==> src/rtl/symbol_sync.sv <==
// symbol_sync: picks the oversampling phase with the largest |sample| energy over
// an N_ACC-symbol window and strobes o_sync once per symbol at that phase.
module symbol_sync #(
    parameter int OS     = 4,
    parameter int TAPS   = 6,
    parameter int S_COEF = 8,
    parameter int S_IN   = 2,
    parameter int S_OUT  = S_COEF + S_IN,
    parameter int N_ACC  = 16
) (
    input  logic             clock,
    input  logic             i_reset,
    input  logic             i_enable,
    input  logic             i_valid,
    input  logic [S_OUT-1:0] i_rc_filter,
    output logic             o_sync
);
    localparam int PW = $clog2(OS);
    localparam int SW = (N_ACC > 1) ? $clog2(N_ACC) : 1;
    localparam int AW = S_OUT + $clog2(N_ACC);

    if (TAPS < 1 || OS < 2 || (OS & (OS - 1)) != 0 || N_ACC < 1 || (N_ACC & (N_ACC - 1)) != 0) begin : g_bad_params
        $error("symbol_sync: unsupported parameter set");
    end

    logic [PW-1:0]    phase_cnt_q, phase_cnt_d;
    logic [SW-1:0]    sym_cnt_q, sym_cnt_d;
    logic [AW-1:0]    acc_q [OS];
    logic [AW-1:0]    acc_d [OS];
    logic [AW-1:0]    acc_sum [OS];
    logic [PW-1:0]    best_q, best_d;
    logic             o_sync_q, o_sync_d;
    logic             adv, phase_wrap, last;
    logic [S_OUT-1:0] mag;
    logic [AW-1:0]    max_val;
    logic [PW-1:0]    max_idx;

    // -2^(S_OUT-1) negates to itself, which read unsigned is exactly its magnitude
    assign mag = i_rc_filter[S_OUT-1] ? (~i_rc_filter + S_OUT'(1)) : i_rc_filter;

    always_comb begin
        adv        = i_enable & i_valid;
        phase_wrap = phase_cnt_q == PW'(OS - 1);
        last       = phase_wrap && sym_cnt_q == SW'(N_ACC - 1);
        max_val    = '0;
        max_idx    = '0;
        for (int p = 0; p < OS; p++) begin
            acc_sum[p] = acc_q[p] + ((PW'(p) == phase_cnt_q) ? AW'(mag) : AW'(0));
        end
        // strict compare keeps the lowest phase on ties
        for (int p = 0; p < OS; p++) begin
            if (acc_sum[p] > max_val) begin
                max_val = acc_sum[p];
                max_idx = PW'(p);
            end
        end
        for (int p = 0; p < OS; p++) begin
            acc_d[p] = adv ? (last ? '0 : acc_sum[p]) : acc_q[p];
        end
        phase_cnt_d = !adv ? phase_cnt_q : phase_wrap ? '0 : phase_cnt_q + PW'(1);
        sym_cnt_d   = !(adv && phase_wrap) ? sym_cnt_q :
                      (sym_cnt_q == SW'(N_ACC - 1)) ? '0 : sym_cnt_q + SW'(1);
        best_d      = (adv && last) ? max_idx : best_q;
        o_sync_d    = adv && phase_cnt_q == best_q;
    end

    always_ff @(posedge clock or posedge i_reset) begin
        if (i_reset) begin
            phase_cnt_q <= '0;
            sym_cnt_q   <= '0;
            best_q      <= '0;
            o_sync_q    <= 1'b0;
            for (int p = 0; p < OS; p++) acc_q[p] <= '0;
        end else begin
            phase_cnt_q <= phase_cnt_d;
            sym_cnt_q   <= sym_cnt_d;
            best_q      <= best_d;
            o_sync_q    <= o_sync_d;
            for (int p = 0; p < OS; p++) acc_q[p] <= acc_d[p];
        end
    end

    assign o_sync = o_sync_q;
endmodule

==> config.mk <==
export PLATFORM = sky130hd
export DESIGN_NAME = symbol_sync
export DESIGN_NICKNAME = d
export VERILOG_FILES = /design/src/rtl/symbol_sync.sv
export SDC_FILE = /design/constraint.sdc
export NUM_CORES = 1
export LEC_CHECK = 0
export ABC_AREA = 1
export ABC_CLOCK_PERIOD_IN_PS = 5600
export CAP_MARGIN = 20
export CORE_MARGIN = 3
export CORE_UTILIZATION = 58
export DETAILED_ROUTE_END_ITERATION = 8
export PLACE_DENSITY_LB_ADDON = 0.3
export SLEW_MARGIN = 15
export SYNTH_ARGS = -nofsm -noshare
export SYNTH_HDL_FRONTEND = slang
export SYNTH_SLANG_ARGS = --single-unit
export TNS_END_PERCENT = 1
==> constraint.sdc <==
create_clock -name clock -period 5.6 [get_ports clock]
set_input_delay 1.12 -clock clock [delete_from_list [all_inputs] [get_ports clock]]
set_output_delay 1.12 -clock clock [all_outputs]
set_load 0.01 [all_outputs]
==> impl_table.tex <==
\begin{tabular}{lr}
\hline
Metric & Value \\
\hline
\multicolumn{2}{l}{\textbf{Run status}} \\
Status & finished, violations left \\
Violations in the final reports & setup timing \\
\multicolumn{2}{l}{\textbf{Critical path}} \\
Worst path most repeated cell & sky130\_fd\_sc\_hd\_\_nand2\_1 \\
Delay of the slowest cell on the worst path & 0.28 ns \\
Arr. time, crit path & 7.43 ns \\
Type of element capturing the critical path & register \\
Source of the worst register-to-register timing path & phase\_cnt\_q[1] \\
Worst Path Buf+Inv & 7 \\
Flop2flop setup slack & -0.94 ns \\
Type of origin of the critical path & input pin \\
Slowest stage cell on the critical path & sky130\_fd\_sc\_hd\_\_ha\_4 \\
Path type of the worst setup path & input pin to register \\
Capturing point of the worst reg2reg path & best\_q[0] \\
Data required time of the worst path & 5.83 ns \\
R2r worst-path depth & 40 \\
Path length in cells of the critical path & 46 \\
Max Fanout on Critical Path & 6 \\
Top Family by Delay on Critical Path & simple AND/OR/NAND/NOR gates \\
Crit path from & i\_rc\_filter[0] \\
Worst setup path endpoint & best\_q[0] \\
\multicolumn{2}{l}{\textbf{Die}} \\
Overall die area & 13200 µm² \\
I/O pin count & 15 \\
Effective utilization at floorplan & about three fifths \\
Area of the core & 11500 µm² \\
Cell row count & 39 \\
Die Span Y & about 110 µm \\
Horizontal extent of the die & 115 µm \\
\multicolumn{2}{l}{\textbf{CTS}} \\
TritonCTS sink count & 65 \\
Worst skew pair latency & 0.36 ns \\
Total number of H-tree levels & 3 \\
Clock transition at the registers of the reported paths & about 0.060 ns \\
Number of buffers on the longest clock path & 2 \\
CTS buffer count & 9 \\
CTS root buf & sky130\_fd\_sc\_hd\_\_clkbuf\_16 \\
Hold buffer count at cts & 0 \\
TritonCTS clock tree & yes \\
\multicolumn{2}{l}{\textbf{Yosys}} \\
Unique cell type count in the Yosys netlist & 44 \\
Flip-flop and latch count after synthesis & 65 \\
Top FF cell, synth & sky130\_fd\_sc\_hd\_\_dfrtp\_1 \\
Synth warn & 0 \\
Post-synthesis cell count & 1033 \\
Fraction of synthesized area in multiplexers & 0.164\% \\
Most area-consuming cells after synthesis & sky130\_fd\_sc\_hd\_\_dfrtp\_1 24\%, sky130\_fd\_sc\_hd\_\_nand2\_1 18\%, sky130\_fd\_sc\_hd\_\_ha\_1 16\%, sky130\_fd\_sc\_hd\_\_inv\_1 7.3\%, sky130\_fd\_sc\_hd\_\_nand3\_1 5.5\% \\
Dominant cell type by area after synthesis & sky130\_fd\_sc\_hd\_\_dfrtp\_1 \\
Simple-Gate Fraction of Synth Area & 33.8\% \\
Mean cell area of the mapped netlist & 6.64 µm² \\
Async S/R FF share, synth & 100\% \\
Post-synth EDFFs & 0 \\
Sequential cell area fraction in the yosys report & 23.7\% \\
Largest family of logic cells by synthesized area & simple AND/OR/NAND/NOR gates \\
Mapped Area & 6860 µm² \\
Compound-Gate Fraction of Synth Area & 11.3\% \\
Synthesized Nets & 1139 \\
Top-area cell type share of the netlist area & 23.7\% \\
XOR/XNOR share of the synthesized area & between 4 and 5\% \\
Adder-cell share of the synthesized area & between 10\% and 20\% \\
\multicolumn{2}{l}{\textbf{Finish}} \\
Share of the core filled with cells & $\sim$86\% \\
P\&R area growth vs syn & 43.3\% \\
Layout Nets & 1334 \\
Proportion of layout cells with a drive suffix above 1 & roughly a third \\
Post-route cell area & just under 10000 µm² \\
N\_diodes & 0 \\
\multicolumn{2}{l}{\textbf{Timing}} \\
Pin slew with the least headroom to its limit & about 0.77 ns \\
Final critical delay including setup and external delays & 7.20 ns \\
Final max-slew violation count & 0 \\
Clock Skews & 0.0145 ns \\
Final Hold Slack & 0.485 ns \\
Maximum clock frequency & between 0.1 and 0.15 GHz \\
Unrepaired setup endpoints after global routing & yes \\
Tightest slew margin relative to the limit & 48.8\% \\
Hold violation count in the final report & 0 \\
Portion of the clock cycle consumed by the worst path in the final layout & 129\% \\
Total of endpoints with negative setup slack in the final report & 2 \\
Final worst-path setup slack & -1.60 ns \\
\multicolumn{2}{l}{\textbf{Global routing}} \\
Maximum number of pins on one net before global-route repair & 50 \\
Number of antenna violations at the first check in global routing & 0 \\
Vias in the first global route & 8264 \\
Total global routing overflow & 0 \\
Global-route usage over all layers & 39.5\% \\
Wire length of the first global-routing pass & 40.8 mm \\
\multicolumn{2}{l}{\textbf{Route}} \\
DR iter-0 viols & 1417 \\
Avg WL per Cell & 22.5 µm \\
Post-DRT Antenna Nets & 0 \\
Drt pass-1 iters & 8 \\
Final wirelength & 30.9 mm \\
DRC viols & 0 \\
Number of vias in the routed layout & around 9000 \\
Vias per Instance & between 6 and 7 \\
\multicolumn{2}{l}{\textbf{Placement}} \\
Placed Instance Area & approximately 8300 µm² \\
Final HPWL DP & 16.4 mm \\
RD Place Congestion & between 0.9 and 1 \\
Number of port buffers & 14 \\
\multicolumn{2}{l}{\textbf{Job}} \\
Maximum Capacitance Violations & 0 \\
\multicolumn{2}{l}{\textbf{Min path}} \\
Path class of the lowest-slack min-delay path & register to register \\
\hline
\end{tabular}
-- layout by cell type, fill, tap and decap left out, drive strengths merged --
master / count
nand4: 13
nor2: 92
o21bai: 4
and3: 1
nand3b: 5
ha: 88
o21ai: 52
or2: 8
nand2: 333
o22ai: 7
dfrtp: 65
clkbuf: 13
o21a: 1
dlygate4sd2: 5
a21oi: 46
fa: 4
a211o: 1
nand3: 77
nor3: 11
a21boi: 2
xnor2: 8
a21o: 3
xor2: 29
clkinv: 4
o221ai: 1
a31oi: 2
clkdlybuf4s50: 4
and2: 12
a22o: 12
dlymetal6s2s: 1
clkinvlp: 2
bufinv: 1
buf: 188
mux2: 1
inv: 137
-- kinds of logic (layout without fill, tap and decap cells) --
logic type / Yosys count / in the layout
simple gates: 551 / 552
compound gates: 130 / 131
mux: 1 / 1
xor+xnor: 37 / 37
flops: 65 / 65
fa+ha+maj: 92 / 92
buf+inv: 157 / 355
-- flip-flops by register name, indices dropped and copies added (netlist names) --
signal       flops
best_q           2
o_sync           1
sym_cnt_q        4
phase_cnt_q      2
acc_q           56
-- synth_stat cells (2+ instances only) --
library cell	instances
sky130_fd_sc_hd__nand2_1	324
sky130_fd_sc_hd__dfrtp_1	65
sky130_fd_sc_hd__or2_1	2
sky130_fd_sc_hd__ha_1	88
sky130_fd_sc_hd__a21o_1	3
sky130_fd_sc_hd__clkinv_1	3
sky130_fd_sc_hd__xor2_1	28
sky130_fd_sc_hd__nor2_1	89
sky130_fd_sc_hd__buf_2	5
sky130_fd_sc_hd__o21bai_1	4
sky130_fd_sc_hd__o21ai_2	6
sky130_fd_sc_hd__xnor2_1	8
sky130_fd_sc_hd__nand3_2	2
sky130_fd_sc_hd__nor2_2	3
sky130_fd_sc_hd__nor3_1	11
sky130_fd_sc_hd__a22o_1	12
sky130_fd_sc_hd__nand3_1	75
sky130_fd_sc_hd__inv_2	2
sky130_fd_sc_hd__a21oi_1	44
sky130_fd_sc_hd__o21ai_1	3
sky130_fd_sc_hd__buf_4	2
sky130_fd_sc_hd__nand4_1	13
sky130_fd_sc_hd__clkbuf_1	9
sky130_fd_sc_hd__o21ai_0	43
sky130_fd_sc_hd__fa_1	4
sky130_fd_sc_hd__o22ai_1	7
sky130_fd_sc_hd__and2_1	12
sky130_fd_sc_hd__nand2_2	8
sky130_fd_sc_hd__inv_1	134
sky130_fd_sc_hd__a31oi_1	2
sky130_fd_sc_hd__nand3b_1	5
sky130_fd_sc_hd__or2_2	5
-- layer usage --
layer | part of all wire, % | global-route usage, %
met4 | 10 | 23.0
met3 | 12 | 8.88
met5 | 0 | 0
met2 | 44 | 63.2
met1 | 33 | 48.9
-- final cells by class --
| cell class | count | area [µm²] |
|---|---|---|
| Multi-Input combinational cell | 813 | 5590 |
| Fill cell | 549 | 1640 |
| Sequential cell | 65 | 1630 |
| Timing Repair Buffer | 199 | 1550 |
| Inverter | 139 | 552 |
| Clock buffer | 12 | 267 |
| Tap cell | 143 | 179 |
| Clock inverter | 4 | 50.0 |
| Timing Repair inverter | 1 | 6.26 |
-- metrics by stage --
stage	TNS, ns	instances	setup WS, ns
after floorplan	-1.08	1033	-0.542
after global placement	-3.51	1323	-1.76
after detailed placement	-3.81	1323	-1.91
after CTS	-1.37	1367	-0.686
after global routing	-3.66	1376	-1.85
final	-3.14	1376	-1.60
-- worst min path at each step --
stage,from,cells after the start,slack [ns],endpoint
floorplan,best_q[0],1,0.44,o_sync
global placement,acc_q[14],2,0.47,acc_q[14]
detailed placement,sym_cnt_q[3],1,0.47,sym_cnt_q[3]
CTS,sym_cnt_q[3],1,0.48,sym_cnt_q[3]
global route,sym_cnt_q[3],1,0.50,sym_cnt_q[3]
finish,sym_cnt_q[3],1,0.49,sym_cnt_q[3]
-- what timing repair did --
action	CTS	global route
cloned	3	1
resized for setup	126	97
pin swaps	72	82
setup buffers	25	8
setup endpoints to repair	2	2
Power is not shown: default switching activity piles up to over one toggle a cycle in this logic, so the estimate is an artifact.
